<file path="config.mk">
export PLATFORM = sky130hd
export DESIGN_NAME = sd_wb_dma_master
export DESIGN_NICKNAME = d
export VERILOG_FILES = /design/src/rtl/sd_wb_dma_master.sv
export SDC_FILE = /design/constraint.sdc
export NUM_CORES = 1
export LEC_CHECK = 0
export ABC_AREA = 1
export ABC_CLOCK_PERIOD_IN_PS = 2350
export CORE_AREA = 2 2 142 144
export DETAILED_ROUTE_END_ITERATION = 6
export DIE_AREA = 0 0 144 146
export PLACE_DENSITY = 0.75
export SLEW_MARGIN = 20
export SYNTH_ARGS = -nofsm -noshare
export SYNTH_HDL_FRONTEND = slang
export SYNTH_SLANG_ARGS = --single-unit
</file>
<file path="constraint.sdc">
create_clock -name wb_clk -period 2.35 [get_ports wb_clk]
set_input_delay 0.3525 -clock wb_clk [delete_from_list [all_inputs] [get_ports wb_clk]]
set_output_delay 0.3525 -clock wb_clk [all_outputs]
set_load 0.02 [all_outputs]
</file>
<file path="src/rtl/sd_wb_dma_master.sv">
// Wishbone DMA master for the SD data path: moves a byte-aligned transfer between memory
// and the SD FIFOs as word-aligned single Wishbone cycles, driving sd_wb_sel_ctrl.
module sd_wb_dma_master #(
    parameter int unsigned BLKSIZE_W = 12,
    parameter int unsigned BLKCNT_W  = 16,
    parameter int unsigned XW        = BLKSIZE_W + BLKCNT_W
) (
    input  logic          wb_clk,
    input  logic          rst,
    input  logic          start,
    input  logic          dir,
    input  logic          abort,
    input  logic [31:0]   base_adr_i,
    input  logic [XW-1:0] xfersize_i,
    output logic [31:0]   sel_base_adr_o,
    output logic [XW-1:0] sel_xfersize_o,
    output logic          sel_ena_o,
    output logic [31:0]   wbm_adr_o,
    output logic          wbm_cyc_o,
    output logic          wbm_stb_o,
    output logic          wbm_we_o,
    output logic [31:0]   wbm_dat_o,
    input  logic [31:0]   wbm_dat_i,
    input  logic          wbm_ack_i,
    input  logic          wbm_err_i,
    input  logic [31:0]   rd_data_i,
    input  logic          rd_empty_i,
    output logic          rd_en_o,
    output logic [31:0]   wr_data_o,
    input  logic          wr_full_i,
    output logic          wr_en_o,
    output logic          busy_o,
    output logic          done_o,
    output logic          err_o
);

    typedef enum logic [2:0] {
        StIdle, StSetup, StWait, StLoad, StBus, StDone, StFail
    } state_e;

    state_e        state_q, state_d;
    logic [31:0]   adr_q, adr_d;
    logic [XW:0]   cnt_q, cnt_d;
    logic          dir_q, dir_d;
    logic [31:0]   sel_base_q, sel_base_d;
    logic [XW-1:0] sel_size_q, sel_size_d;
    logic [31:0]   dat_q, dat_d;
    logic          cyc_q, cyc_d;
    logic          we_q, we_d;
    logic          abort_q, abort_d;

    logic [XW:0]   span;
    logic [XW:0]   start_cnt;
    logic          beat_ack;
    logic          beat_err;

    // Word count covering the leading misalignment plus rounding up the tail.
    assign span      = {{(XW-1){1'b0}}, base_adr_i[1:0]} + {1'b0, xfersize_i} + (XW+1)'(3);
    assign start_cnt = {2'b00, span[XW:2]};

    assign beat_err = (state_q == StBus) && wbm_err_i;
    assign beat_ack = (state_q == StBus) && wbm_ack_i && !wbm_err_i;

    always_ff @(posedge wb_clk) begin
        if (rst) begin
            state_q    <= StIdle;
            adr_q      <= '0;
            cnt_q      <= '0;
            dir_q      <= 1'b0;
            sel_base_q <= '0;
            sel_size_q <= '0;
            dat_q      <= '0;
            cyc_q      <= 1'b0;
            we_q       <= 1'b0;
            abort_q    <= 1'b0;
        end else begin
            state_q    <= state_d;
            adr_q      <= adr_d;
            cnt_q      <= cnt_d;
            dir_q      <= dir_d;
            sel_base_q <= sel_base_d;
            sel_size_q <= sel_size_d;
            dat_q      <= dat_d;
            cyc_q      <= cyc_d;
            we_q       <= we_d;
            abort_q    <= abort_d;
        end
    end

    always_comb begin
        state_d    = state_q;
        adr_d      = adr_q;
        cnt_d      = cnt_q;
        dir_d      = dir_q;
        sel_base_d = sel_base_q;
        sel_size_d = sel_size_q;
        dat_d      = dat_q;
        abort_d    = abort_q;
        unique case (state_q)
            StIdle: begin
                if (start) begin
                    state_d    = StSetup;
                    adr_d      = {base_adr_i[31:2], 2'b00};
                    cnt_d      = start_cnt;
                    dir_d      = dir;
                    sel_base_d = base_adr_i;
                    sel_size_d = xfersize_i;
                    abort_d    = 1'b0;
                end
            end
            StSetup: begin
                if (abort)              state_d = StIdle;
                else if (cnt_q == '0)   state_d = StDone;
                else                    state_d = StWait;
            end
            StWait: begin
                if (abort)                     state_d = StIdle;
                else if (dir_q && !wr_full_i)  state_d = StBus;
                else if (!dir_q && !rd_empty_i) state_d = StLoad;
            end
            StLoad: begin
                dat_d   = rd_data_i;
                state_d = abort ? StIdle : StBus;
            end
            StBus: begin
                // An abort during a beat is remembered until the beat terminates.
                if (abort) abort_d = 1'b1;
                if (beat_err) begin
                    state_d = StFail;
                end else if (beat_ack) begin
                    adr_d = adr_q + 32'd4;
                    cnt_d = cnt_q - (XW+1)'(1);
                    if (abort || abort_q)            state_d = StIdle;
                    else if (cnt_q == (XW+1)'(1))   state_d = StDone;
                    else                             state_d = StWait;
                end
            end
            StDone:  state_d = StIdle;
            StFail:  state_d = StIdle;
            default: state_d = StIdle;
        endcase
        cyc_d = (state_d == StBus);
        we_d  = (state_d == StBus) && !dir_d;
    end

    always_comb begin
        busy_o         = (state_q != StIdle);
        done_o         = (state_q == StDone);
        err_o          = (state_q == StFail);
        sel_ena_o      = (state_q == StWait) || (state_q == StLoad) || (state_q == StBus);
        rd_en_o        = (state_q == StWait) && !dir_q && !rd_empty_i && !abort;
        wr_en_o        = beat_ack && dir_q;
        wr_data_o      = wr_en_o ? wbm_dat_i : 32'd0;
        wbm_cyc_o      = cyc_q;
        wbm_stb_o      = cyc_q;
        wbm_we_o       = we_q;
        wbm_adr_o      = adr_q;
        wbm_dat_o      = dat_q;
        sel_base_adr_o = sel_base_q;
        sel_xfersize_o = sel_size_q;
    end

endmodule

</file>
; Word-level counts from Yosys, hierarchy flattened
; Index checks and enable logic that the tools add are counted.
[totals]
wordCells = 78
register_bits = 160
out_inout_bits = 165
inputBits = 133
[classes]
n_mux = 26
n_eq_ne = 12
addsub = 4
n_reduce_logical = 26
[op_table]
columns = op, count
row1 = 2-to-1 mux 32 bit, 4
row2 = 2-to-1 mux 29 bit, 3
row3 = case mux 32 bit (2 select lines), 1
row4 = case mux 29 bit (2 select lines), 1
row5 = 2-to-1 mux 3 bit, 11
row6 = "adder 32 x 3 -> 32 bit, second input constant", 1
row7 = adder 2 x 28 -> 29 bit, 1
row8 = "adder 29 x 2 -> 29 bit, second input constant", 1
row9 = "equality test 29 x 1 -> 1 bit, second input constant", 1
row10 = zero test 29 bit, 1
row11 = "subtractor 29 x 1 -> 29 bit, second input constant", 1
row12 = case mux 3 bit (5 select lines), 1
row13 = "equality test 3 bit, second input constant", 4
row14 = logical AND 1 bit, 10
row15 = "inequality test 2 bit, second input constant", 4
row16 = "equality test 3 x 2 -> 1 bit, second input constant", 2
row17 = zero test 1 bit, 6
row18 = 2-to-1 mux 1 bit, 4
row19 = AND reduction 4 bit, 1
row20 = "equality test 3 x 1 -> 1 bit, second input constant", 1
row21 = zero test 3 bit, 1
row22 = logical OR 1 bit, 3
row23 = AND reduction 3 bit, 1
row24 = nonzero test 3 bit, 1
row25 = other kinds (3), 3

; Longest topological paths before layout
[depth]
ltp_word = 8
depth_mapped = 14
ltp_nobuf = 14

; Worst setup path before layout
; Ideal clock, no wire load.
[synth_timing]
kind = input to register
startpoint = input port base_adr_i[1]
endpoint = register cnt_q[13]
n_path_buf = 0
setup_ps = 119
t_required_ps = 2231
t_arrival_ps = 1989
cell_stages = 12
path_slack_ps = 242
path_cell_list = inv_1 -> ha_1 -> nor2_1 -> fa_1 -> inv_1 -> nor2_1 -> inv_1 -> nor3_1 -> or2_2 -> nand3_1 -> nand2_1 -> a21oi_1
[synth_via]
elab_chain_len = 4
[synth_rtl]
columns = element, line
row1 = "start, declared", 13  ; input logic [31:0] base_adr_i,
row2 = adder 2 x 28 -> 29 bit, 58  ; assign span = {{(XW-1){1'b0}}, base_adr_i[1:0]} + {1'b0, xfersize_i} + (XW+1)'(3);
row3 = adder 29 x 2 -> 29 bit, 58
row4 = 2-to-1 mux 29 bit, 101  ; if (start) begin
row5 = case mux 29 bit (2 select lines), 99  ; unique case (state_q)
row6 = "end signal, assigned", 79  ; cnt_q <= cnt_d;
row7 = "end, declared", 43  ; logic [XW:0] cnt_q, cnt_d;
; Every way passes these cells. The select of a mux whose other input is x is not followed.
; A chain may end at the register's enable or synchronous reset.

; Final worst setup path
[layout_timing]
startpoint = register state_q[2]
endpoint = output port sel_ena_o
[layout_via]
elab_chain_len = 3
word_cells_on_any_way = 5
cone_classes = eq/ne (3) / reduce/logical (2)
[layout_rtl]
columns = element, line
row1 = "start, declared", 41  ; state_e state_q, state_d;
row2 = "start signal, assigned", 66  ; state_q <= StIdle;
row3 = "start signal, assigned", 77  ; state_q <= state_d;
row4 = equality test 3 x 2 -> 1 bit, 150  ; sel_ena_o = (state_q == StWait) || (state_q == StLoad) || (state_q == StBus);
row5 = logical OR 1 bit, 150
row6 = logical OR 1 bit *, 150
row7 = "end, declared", 17  ; output logic sel_ena_o,
; Mark *: on every way between the ends. The rest lies on a longest branch, timed or not.

==> results by group <==
Routing
  – Routed len/inst: 16.7 um
  – DRC viols: 0
  – First-pass iteration count of the detailed router: 5
  – Count of nets left with antenna violations after detail routing: 0
  – Count of routing violations after the opening detailed-route iteration: 682
  – Vias post-DR: 10200
  – Detailed-route vias per instance: 5.18
  – Routed wire length: roughly 33 mm

CTS
  – Post-CTS Setup Bufs: 0
  – Post-CTS sizing: ~110
  – Post-CTS clock slew at the launch and capture registers of the worst setup and hold paths: 0.07 ns
  – Clock buffers created by TritonCTS: 17
  – Num Clock Sinks: 158
  – Clk_lat worst skew: 0.43 ns
  – Root cell of the clock tree: clkbuf_16
  – Number of hold buffers added after CTS: 0
  – Number of buffers between clock root and the deepest sink: 2
  – Clock tree from TritonCTS: done
  – Maximum level of the CTS H-tree: 4

Logic synthesis
  – Share of the synthesized area in compound gates (AO/OA/AOI/OAI): 0.139
  – Mean Syn Cell Area: about 6.2 sq um
  – Post-Synth Adder-Cell Area: 0.0108
  – Dominant register cell in the synthesized netlist: dfxtp_1
  – Share of synthesized cell area in and, or, nand and nor gates: 0.385
  – Post-synth EDFFs: 0
  – Post-Synthesis Cell Area: 8780 sq um
  – Register area share after synthesis: 0.360
  – Largest cells by area after synthesis: dfxtp_1 (36%), nand2_1 (16%), nor2_1 (11%)
  – Count of different cell masters after synthesis: 40
  – Share of flip-flops with an asynchronous set or reset after synthesis: 0
  – Post-Synth XOR/XNOR Area: 0.0189
  – Count of synthesis-stage warnings from yosys: 0
  – Portion of synthesized cell area occupied by the leading cell type: 0.360
  – #FFs+latches synth: 158
  – Share of synthesized area spent on multiplexers: 0
  – Top cell type by total area after synthesis: dfxtp_1
  – Cell count after synthesis: 1407
  – Largest family of logic cells by synthesized area: simple AND/OR/NAND/NOR gates

Global routing
  – First-pass GRT wire length: 51.6 mm
  – Remaining Overflow, GRT: 0
  – Vias in the first global route: just under 10000
  – Number of antenna violations at the first check in global routing: 3
  – Largest net degree at the start of global routing: 89
  – Gr usage total: 0.313

Placed design
  – Port Buf Inserts: 295
  – RePlAce Congestion: 0.944
  – Sum of net half-perimeters after detailed placement: 24.7 mm
  – Post-placement worst setup slack: -0.324 ns

Die
  – Horiz. Die Dim: between 100 and 150 um
  – Height of the die: 146 um
  – Die Area: 21000 sq um
  – Initial core utilization: 0.454
  – Number of rows in the core area: 51
  – Num ports: 298
  – Placeable core region: between 15000 and 20000 sq um

Run
  – Number of violations of the max-capacitance limit: 0

Timing
  – Final hold violation count: 0
  – Post-route clock period utilization: 0.958
  – Worst-case headroom to the max-slew limit: 0.367
  – Clock period minus worst slack: 2.25 ns
  – Transition time at the pin with the least slew margin: about 0.95 ns
  – Peak Freq: 444 MHz
  – Number of setup violations in the final report: 0
  – Slew Viols, Final: 0
  – Unrepaired setup endpoints after global routing: true
  – Post-route setup slack: between 0.09 and 0.1 ns
  – Worst setup skew after layout: about 0.012 ns

Setup path
  – Crit Path Category: register to output port
  – Arrival @ worst endpoint: 1.90 ns
  – Kind of end point of the critical path: output port
  – Kind of start point of the critical path: register
  – Worst Path Max Fanout: 6
  – Reg2Reg Depth: 9
  – Required time reported for the critical path endpoint: roughly 2 ns

Pwr
  – Leakage component of the power: 5.32 nW
  – Proportion of power drawn by flip-flops and latches: 0.409
  – Switch Pwr: 2.34 mW
  – Share of total power in combinational logic: 0.238
  – Net Sw Frac: 0.317
  – Largest vdd supply drop: roughly 530 uV
  – Power, Total: 7.38 mW
  – Total power density per cell area: 586 nW/um^2
  – Clock group share of total power: 0.353
  – Cell-internal power: between 5 and 6 mW

Finish
  – Most frequent cells in the layout: nand2_1 (371), nor2_1 (259), clkdlybuf4s50_1 (258), dfxtp_1 (158), a21oi_1 (118)
  – Area Growth Syn to Fin: 43.4%
  – Share of cells above drive strength 1: 0.0842
  – Leading cell type in the layout, fill and taps excluded: nand2_1
  – Number of nets at the end of the flow: between 1500 and 2000

Outcome
  – Status: finished, final reports clean

Worst hold path
  – Worst hold path cell count: 4
  – Hold Path Class: primary input to register
-- logic make-up after synthesis --
family | Yosys count
AND/OR/NAND/NOR | 804
AO/OA/AOI/OAI | 233
buffers and inverters | 185
flip-flops | 158
XOR/XNOR | 19
adder cells (fa/ha/maj) | 7
other | 1
-- area by class of cell --
class                           count  area (sq um)
Clock inverter                      8          58.8
Fill cell                        1865          6740
Sequential cell                   158          3160
Inverter                          119           447
Clock buffer                       23           478
Tap cell                          265           332
Antenna cell                        3          7.51
Timing Repair Buffer              337          3210
Multi-Input combinational cell   1065          4900
-- power by group through the flow --
stage	logic (mW)	registers, mW	clock network, mW
floorplan	0.777	3.19	0
global placement	1.71	3.07	0
detailed placement	1.73	3.07	0
CTS	1.74	3.01	2.63
global route	1.92	3.04	2.76
finish	1.75	3.02	2.60
-- cell usage after synthesis (all sizes together) (3+ instances only) --
cell type / count
o21bai: 3
clkbuf: 28
ha: 6
nand3: 90
inv: 119
nor4: 5
xnor2: 6
a211oi: 5
nand2: 379
nor2: 273
or2: 10
a31oi: 6
dfxtp: 158
nor3: 23
buf: 38
xor2: 13
nand3b: 9
o21ai: 95
o22ai: 3
nand4: 15
a21oi: 118
-- path summary, 6_finish.rpt --
path	startpoint	end	slack, ns
worst min-delay path	rst	wbm_adr_o[5]$_SDFFE_PP0P_	0.46
worst min register to register	sel_base_adr_o[7]$_SDFFE_PP0P_	sel_base_adr_o[7]$_SDFFE_PP0P_	0.46
worst max register to register	wbm_adr_o[2]$_SDFFE_PP0P_	wbm_adr_o[22]$_SDFFE_PP0P_	0.26
worst max-delay path	state_q[2]$_SDFF_PP0_	sel_ena_o	0.1
-- through the flow --
stage                     setup TNS [ns]  cells   util  hold slack [ns]  area [sq um]
after floorplan                        0   1408      -            0.450          8790
after global placement             -6.52   1944  0.629            0.450         12200
after detailed placement           -8.97   1944  0.629            0.456         12200
after CTS                              0   1975  0.659            0.448         12700
after global routing            -0.00243   1978  0.652            0.466         12600
final                                  0   1978  0.652            0.458         12600
-- worst max-delay path, stage by stage, from the launching register on --
cell             delay, ns
dfxtp_1               0.34
buf_4                 0.16
inv_1                 0.16
nand2_1               0.11
nand2_1               0.08
clkdlybuf4s50_1       0.62
-- sequential cells by signal (all words and copies together), names as in the netlist --
signal and cells:
wbm_adr_o 30, wbm_we_o 1, sel_base_adr_o 32, cnt_q 29
dir_q 1, abort_q 1, state_q 3, wbm_dat_o 32
sel_xfersize_o 28, wbm_cyc_o 1
-- layer usage --
layer / track usage / wire [um]
met4: 0.124 / 1180
met2: 0.511 / 15200
met5: 0 / 0
met3: 0.0750 / 2940
met1: 0.397 / 13600
Note: power is estimated with default switching activity, not from simulation.
